<file path="src/rtl/if_id_stage.sv">
// IF/ID pipeline register: one-cycle capture of fetch into the decode slot, with stall hold,
// jump flush, branch-shadow bubbles and interrupt acceptance (bubble + epc capture).
module if_id_stage #(
    parameter int                DATA_W     = 32,
    parameter int                ADDR_W     = 32,
    parameter int                HOLD_W     = 3,
    parameter logic [HOLD_W-1:0] HOLD_IF    = 3'd2,
    parameter logic [HOLD_W-1:0] HOLD_PPL   = 3'd3,
    parameter logic [DATA_W-1:0] NOP        = 32'h0000_0000,
    parameter int                SHADOW_CYC = 2
) (
    input  logic              clk,
    input  logic              rst,
    input  logic [DATA_W-1:0] inst_data,
    input  logic [ADDR_W-1:0] inst_addr,
    input  logic              hold_pc,
    input  logic [HOLD_W-1:0] hold_flag,
    input  logic              jump_flag,
    input  logic              int_req,
    output logic [DATA_W-1:0] id_inst,
    output logic [ADDR_W-1:0] id_pc,
    output logic              id_valid,
    output logic              int_ack,
    output logic [ADDR_W-1:0] epc,
    output logic              busy
);

    localparam int CNT_W = $clog2(SHADOW_CYC + 1);

    typedef enum logic {
        RUN    = 1'b0,
        SHADOW = 1'b1
    } state_t;

    state_t             state_q, state_d;
    logic [CNT_W-1:0]   cnt_q, cnt_d;
    logic [DATA_W-1:0]  inst_q, inst_d;
    logic [ADDR_W-1:0]  pc_q, pc_d;
    logic               valid_q, valid_d;
    logic               ack_q, ack_d;
    logic [ADDR_W-1:0]  epc_q, epc_d;
    logic               stall;

    assign stall = (hold_flag == HOLD_IF) || (hold_flag == HOLD_PPL);

    always_comb begin
        state_d = state_q;
        cnt_d   = cnt_q;
        inst_d  = inst_q;
        pc_d    = pc_q;
        valid_d = valid_q;
        ack_d   = 1'b0;
        epc_d   = epc_q;

        unique case (state_q)
            RUN: begin
                if (jump_flag) begin
                    inst_d  = NOP;
                    pc_d    = inst_addr;
                    valid_d = 1'b0;
                end else if (stall) begin
                    // hold everything; a pending interrupt waits for an unstalled edge
                end else if (int_req) begin
                    // fetched word is dropped so execution resumes at epc, including a branch
                    inst_d  = NOP;
                    pc_d    = inst_addr;
                    valid_d = 1'b0;
                    epc_d   = inst_addr;
                    ack_d   = 1'b1;
                end else if (inst_data == NOP) begin
                    inst_d  = NOP;
                    pc_d    = inst_addr;
                    valid_d = 1'b0;
                end else begin
                    inst_d  = inst_data;
                    pc_d    = inst_addr;
                    valid_d = 1'b1;
                    if (hold_pc) begin
                        cnt_d   = CNT_W'(SHADOW_CYC);
                        state_d = SHADOW;
                    end
                end
            end
            SHADOW: begin
                if (jump_flag) begin
                    inst_d  = NOP;
                    pc_d    = inst_addr;
                    valid_d = 1'b0;
                    cnt_d   = '0;
                    state_d = RUN;
                end else if (!stall) begin
                    inst_d  = NOP;
                    pc_d    = inst_addr;
                    valid_d = 1'b0;
                    cnt_d   = cnt_q - 1'b1;
                    if (cnt_q == CNT_W'(1)) begin
                        state_d = RUN;
                    end
                end
            end
            default: begin
                state_d = RUN;
            end
        endcase
    end

    always_ff @(posedge clk) begin
        if (rst) begin
            state_q <= RUN;
            cnt_q   <= '0;
            inst_q  <= NOP;
            pc_q    <= '0;
            valid_q <= 1'b0;
            ack_q   <= 1'b0;
            epc_q   <= '0;
        end else begin
            state_q <= state_d;
            cnt_q   <= cnt_d;
            inst_q  <= inst_d;
            pc_q    <= pc_d;
            valid_q <= valid_d;
            ack_q   <= ack_d;
            epc_q   <= epc_d;
        end
    end

    assign id_inst  = inst_q;
    assign id_pc    = pc_q;
    assign id_valid = valid_q;
    assign int_ack  = ack_q;
    assign epc      = epc_q;
    assign busy     = (state_q == SHADOW);

endmodule

</file>
<file path="config.mk">
export PLATFORM = sky130hd
export DESIGN_NAME = if_id_stage
export DESIGN_NICKNAME = d
export VERILOG_FILES = /design/src/rtl/if_id_stage.sv
export SDC_FILE = /design/constraint.sdc
export NUM_CORES = 1
export LEC_CHECK = 0
export BUFFER_PORTS_ARGS = -buffer_cell sky130_fd_sc_hd__buf_4
export CORE_MARGIN = 3
export CORE_UTILIZATION = 49
export CTS_BUF_LIST = sky130_fd_sc_hd__clkbuf_16
export DETAILED_ROUTE_END_ITERATION = 10
export PLACE_DENSITY = 0.93
export RECOVER_POWER = 25
export SYNTH_ARGS = -nofsm -noshare
export SYNTH_HDL_FRONTEND = slang
export SYNTH_SLANG_ARGS = --single-unit
</file>
<file path="constraint.sdc">
create_clock -name clk -period 3.9 [get_ports clk]
set_input_delay 0.78 -clock clk [delete_from_list [all_inputs] [get_ports clk]]
set_output_delay 0.78 -clock clk [all_outputs]
set_load 0.02 [all_outputs]
</file>
After elaboration in Yosys (flattened, before gate mapping) --
Index checks and enable logic that the tools add are counted.
Storage, ports and cells: bits in registers 101, input port bits 72
Operators by class: add/sub/neg operators 1, equality and inequality tests 11, multiplexer cells 34, bitwise gates (word level) 3, reduce and logical (&&, ||, !) cells 6
Operator list (number):
- two-way mux 32 bit | 8
- case mux 32 bit (2 select lines) | 1
- zero test 32 bit | 1
- two-way mux 1 bit | 15
- two-way mux 2 bit | 7
- inequality test 2 bit (second input constant) | 6
- == test 3 x 2 -> 1 bit (second input constant) | 2
- inequality test 3 bit (second input constant) | 2
- AND reduction 6 bit | 1
- case mux 1 bit (2 select lines) | 2
- case mux 2 bit (2 select lines) | 1
- AND reduction 4 bit | 1
- OR reduction 4 bit | 1
- NOT 1 bit | 3
- == test 2 x 1 -> 1 bit (second input constant) | 1
- AND reduction 2 bit | 1
- subtractor 2 x 1 -> 2 bit (second input constant) | 1
- logical OR 1 bit | 1

Logic depth before layout (Yosys ltp) --
depth in word-level cells 6, gate-level depth with buffers 6, depth with buffers taken out 6

Worst setup path before layout --
Ideal clock, no wire load.
path type in2reg, start input port inst_data[8], end register cnt_q[1], library setup time 70 ps, arrival time 1837 ps, setup slack 1993 ps, stages on the path 5, cells stage by stage nor4_1 -> and4_1 -> a2111oi_4 -> or3_1 -> a21oi_1
Between the ends: cells in the longest elaborated chain, start to end 3
Ends and longest elaborated chain:
- from (decl) | line 14 | input logic [DATA_W-1:0] inst_data,
- zero test 32 bit | line 70 | end else if (inst_data == NOP) begin
- inequality test 2 bit (no line)
- AND reduction 6 bit (no line)
- to (signal assigned) | line 118 | cnt_q <= cnt_d;
- to (decl) | line 36 | logic [CNT_W-1:0] cnt_q, cnt_d;
No other way between the ends. A chain may end at the register's enable or synchronous reset.

==> metrics.yaml <==
status:
  status: "complete, but fails checks"
  violations: "max-capacitance violations, max-slew violations"
clock_network:
  cts_tree: "yes"
  clock_tree.root_cell: "clkbuf_16"
  cts-root-to-sink-buffers: 2
  post_cts_resized: 0
  cts_sinks: 101
  cts_buffers: 9
  h-tree-depth: 3
  post_cts_buffers: 0
  clk_pin_slew_ps: 70
  worstSkewPairLatency_ps: 330
  postCtsHoldBufs: 0
drt:
  wl_met2_mm: 5.73
  wl_met1_mm: 3.91
  top_layer: "met4"
  met3_length_um: 649
  wl_mm: 10.7
  avgViaCountPerCell: 5.24
  drt-initial-drc-count: 169
  drt_pass1_iterations: 5
  avgRoutedWirePerCell_um: 15.7
  vias: 3574
  antenna_left: 0
  drc: 0
hold_path:
  holdPathStages: 2
  worstHoldStart: "id_pc[24]"
  min_path_type: "register to register"
  whs_endpoint: "id_pc[24]"
yosys:
  syn-cell-area_mm2: 0.00358
  synth-seq-area-share_pct: 56.5
  synthFlopType: "dfxtp_1"
  synth.net_count: 501
  avgSynthCellArea_um2: 8.35
  yosysWarningCount: 0
  yosysUniqueCellTypes: 25
  synth-edff-count: 0
  synthCells: 428
  postSynth.asyncResetShare_pct: 0
  yosys_register_bits: 101
setup_path:
  r2r_slack_ps: 2250
  crit_type: "input port to register"
  cp-end-kind: "register"
  reg2reg_from: "busy"
  timing.rr.end: "cnt_q[1]"
  critPathLaunchType: "input port"
  reg2regPathDepth: 5
  arrival_ps: 2590
  required_ps: 4040
  path_max_fanout: 102
grt:
  grt_pass1_wl_mm: 16.6
  first_global_vias: 3496
  grt-ovfl-total: 0
  grtUsageTotal_pct: 24.6
  grt_max_degree: 103
  grt_antenna_before_repair: 0
die:
  ios: 171
  die_height_um: 91.4
  fp-row-count: 30
  core_region_area_mm2: 0.00694
  die_area_mm2: 0.00836
  die_w_um: 91.4
  start_util_pct: 51.5
sta:
  rsz0062_at_grt: "false"
  maxSlewViolCount: 103
  timing.final.hold_violations: 0
  fmax_mhz: 408
  final.setup.tns_ps: 0
  setup_viol: 0
  tightest_slew_ps: 1980
  slew_headroom_pct: -32.2
  clock_skew_ps: 6.77
  layout_min_cycle_time_ps: 2450
  final.period_utilization_pct: 62.8
power:
  leakage_nw: 2.12
  total_power_w: 0.00228
  power_density_mw_per_mm2: 456
  peakVddDrop_uv: 252
layout:
  fin_nets: 654
  n_antenna_cell: 0
  drive_gt1_share_pct: 24.6
  area_growth_pct: 39.6
  fillers: 548
  stdcell_area_mm2: 0.00499
placement:
  placed_area_mm2: 0.00488
  hpwlAfterDp_mm: 7.33
  port_buffers: 169
  gp_congestion: 0.756
run:
  cap_violations: 1
-- cell type report --
type / count / area [µm²] / share of cell area (%)
Tap cell: 96 / 120 / 2.41
Clock buffer: 9 / 225 / 4.51
Clock inverter: 7 / 72.6 / 1.45
Sequential cell: 101 / 2020 / 40.5
Multi-Input combinational cell: 290 / 1410 / 28.3
Timing Repair Buffer: 174 / 1120 / 22.4
Inverter: 5 / 18.8 / 0.376
-- cells in the final DEF, fill, tap and decap left out, types with 2 or more instances in the layout --
cell type and count:
nand2_1 130, buf_4 124, dfxtp_1 101, a21oi_1 66
clkbuf_1 49, nor2_1 37, a22oi_1 32, clkbuf_16 9
nor4_1 8, inv_1 5, and4_1 2, o21ai_0 2
inv_6 2
-- layer usage --
layer | global-route usage [%] | vias up
met4 | 12.9 | 0
li1 | - | 1736
met1 | 26.2 | 1669
met5 | 0 | -
met2 | 44.9 | 139
met3 | 5.47 | 30
-- registers in the layout, indices dropped and copies added (netlist names) --
signal	count
busy	1
cnt_q	2
epc	32
id_inst	32
id_pc	32
id_valid	1
int_ack	1
-- through the flow --
step                      cells  util, %  hold WS, ps  setup slack (ps)
final                       682     71.9          448              1450
after global routing        682     71.9          472              1260
after detailed placement    666     70.3          444              1450
after floorplan             428        -          456              1990
after global placement      666     70.3          439              1530
after CTS                   682     74.6          452              1690
-- cell families after synthesis --
group	Yosys count	share of synthesized area, %
flops	101	56.5
fa+ha+maj	1	0.350
compound gates	105	18.0
buf+inv	37	4.34
simple gates	184	20.7
-- report_power, final --
part	switching, W	total (W)	internal [W]
logic	0.000175	0.000293	0.000117
clock network	0.000384	0.000884	0.000500
registers	0.0000240	0.00110	0.00108
total	0.000584	0.00228	0.00169
-- worst max-delay path by stage --
stage                              to         start  slack, ps
after floorplan              cnt_q[1]  inst_data[8]       1990
after global placement     id_inst[3]  hold_flag[2]       1530
after detailed placement     id_pc[0]  hold_flag[2]       1450
after CTS                 id_inst[21]  inst_data[4]       1690
after global routing         cnt_q[0]           rst       1260
final                        cnt_q[0]           rst       1450
-- critical path: stages --
cell and delay (ps):
clkbuf_2 1350, nor2_1 100, o2111ai_1 190, o41ai_1 100
-- cell usage after synthesis, types with 2 or more instances --
master	instances	share of area, %
nand2_1	130	14
dfxtp_1	101	57
a21oi_1	66	9.2
nor2_1	38	4.0
a22oi_1	32	6.7
clkbuf_1	22	2.3
nor4_1	8	1.4
inv_1	5	0.52
buf_2	4	0.56
buf_1	3	0.31
buf_4	3	0.63
and4_1	2	0.49
o21ai_0	2	0.28
Note: power is estimated with default switching activity, not from simulation.
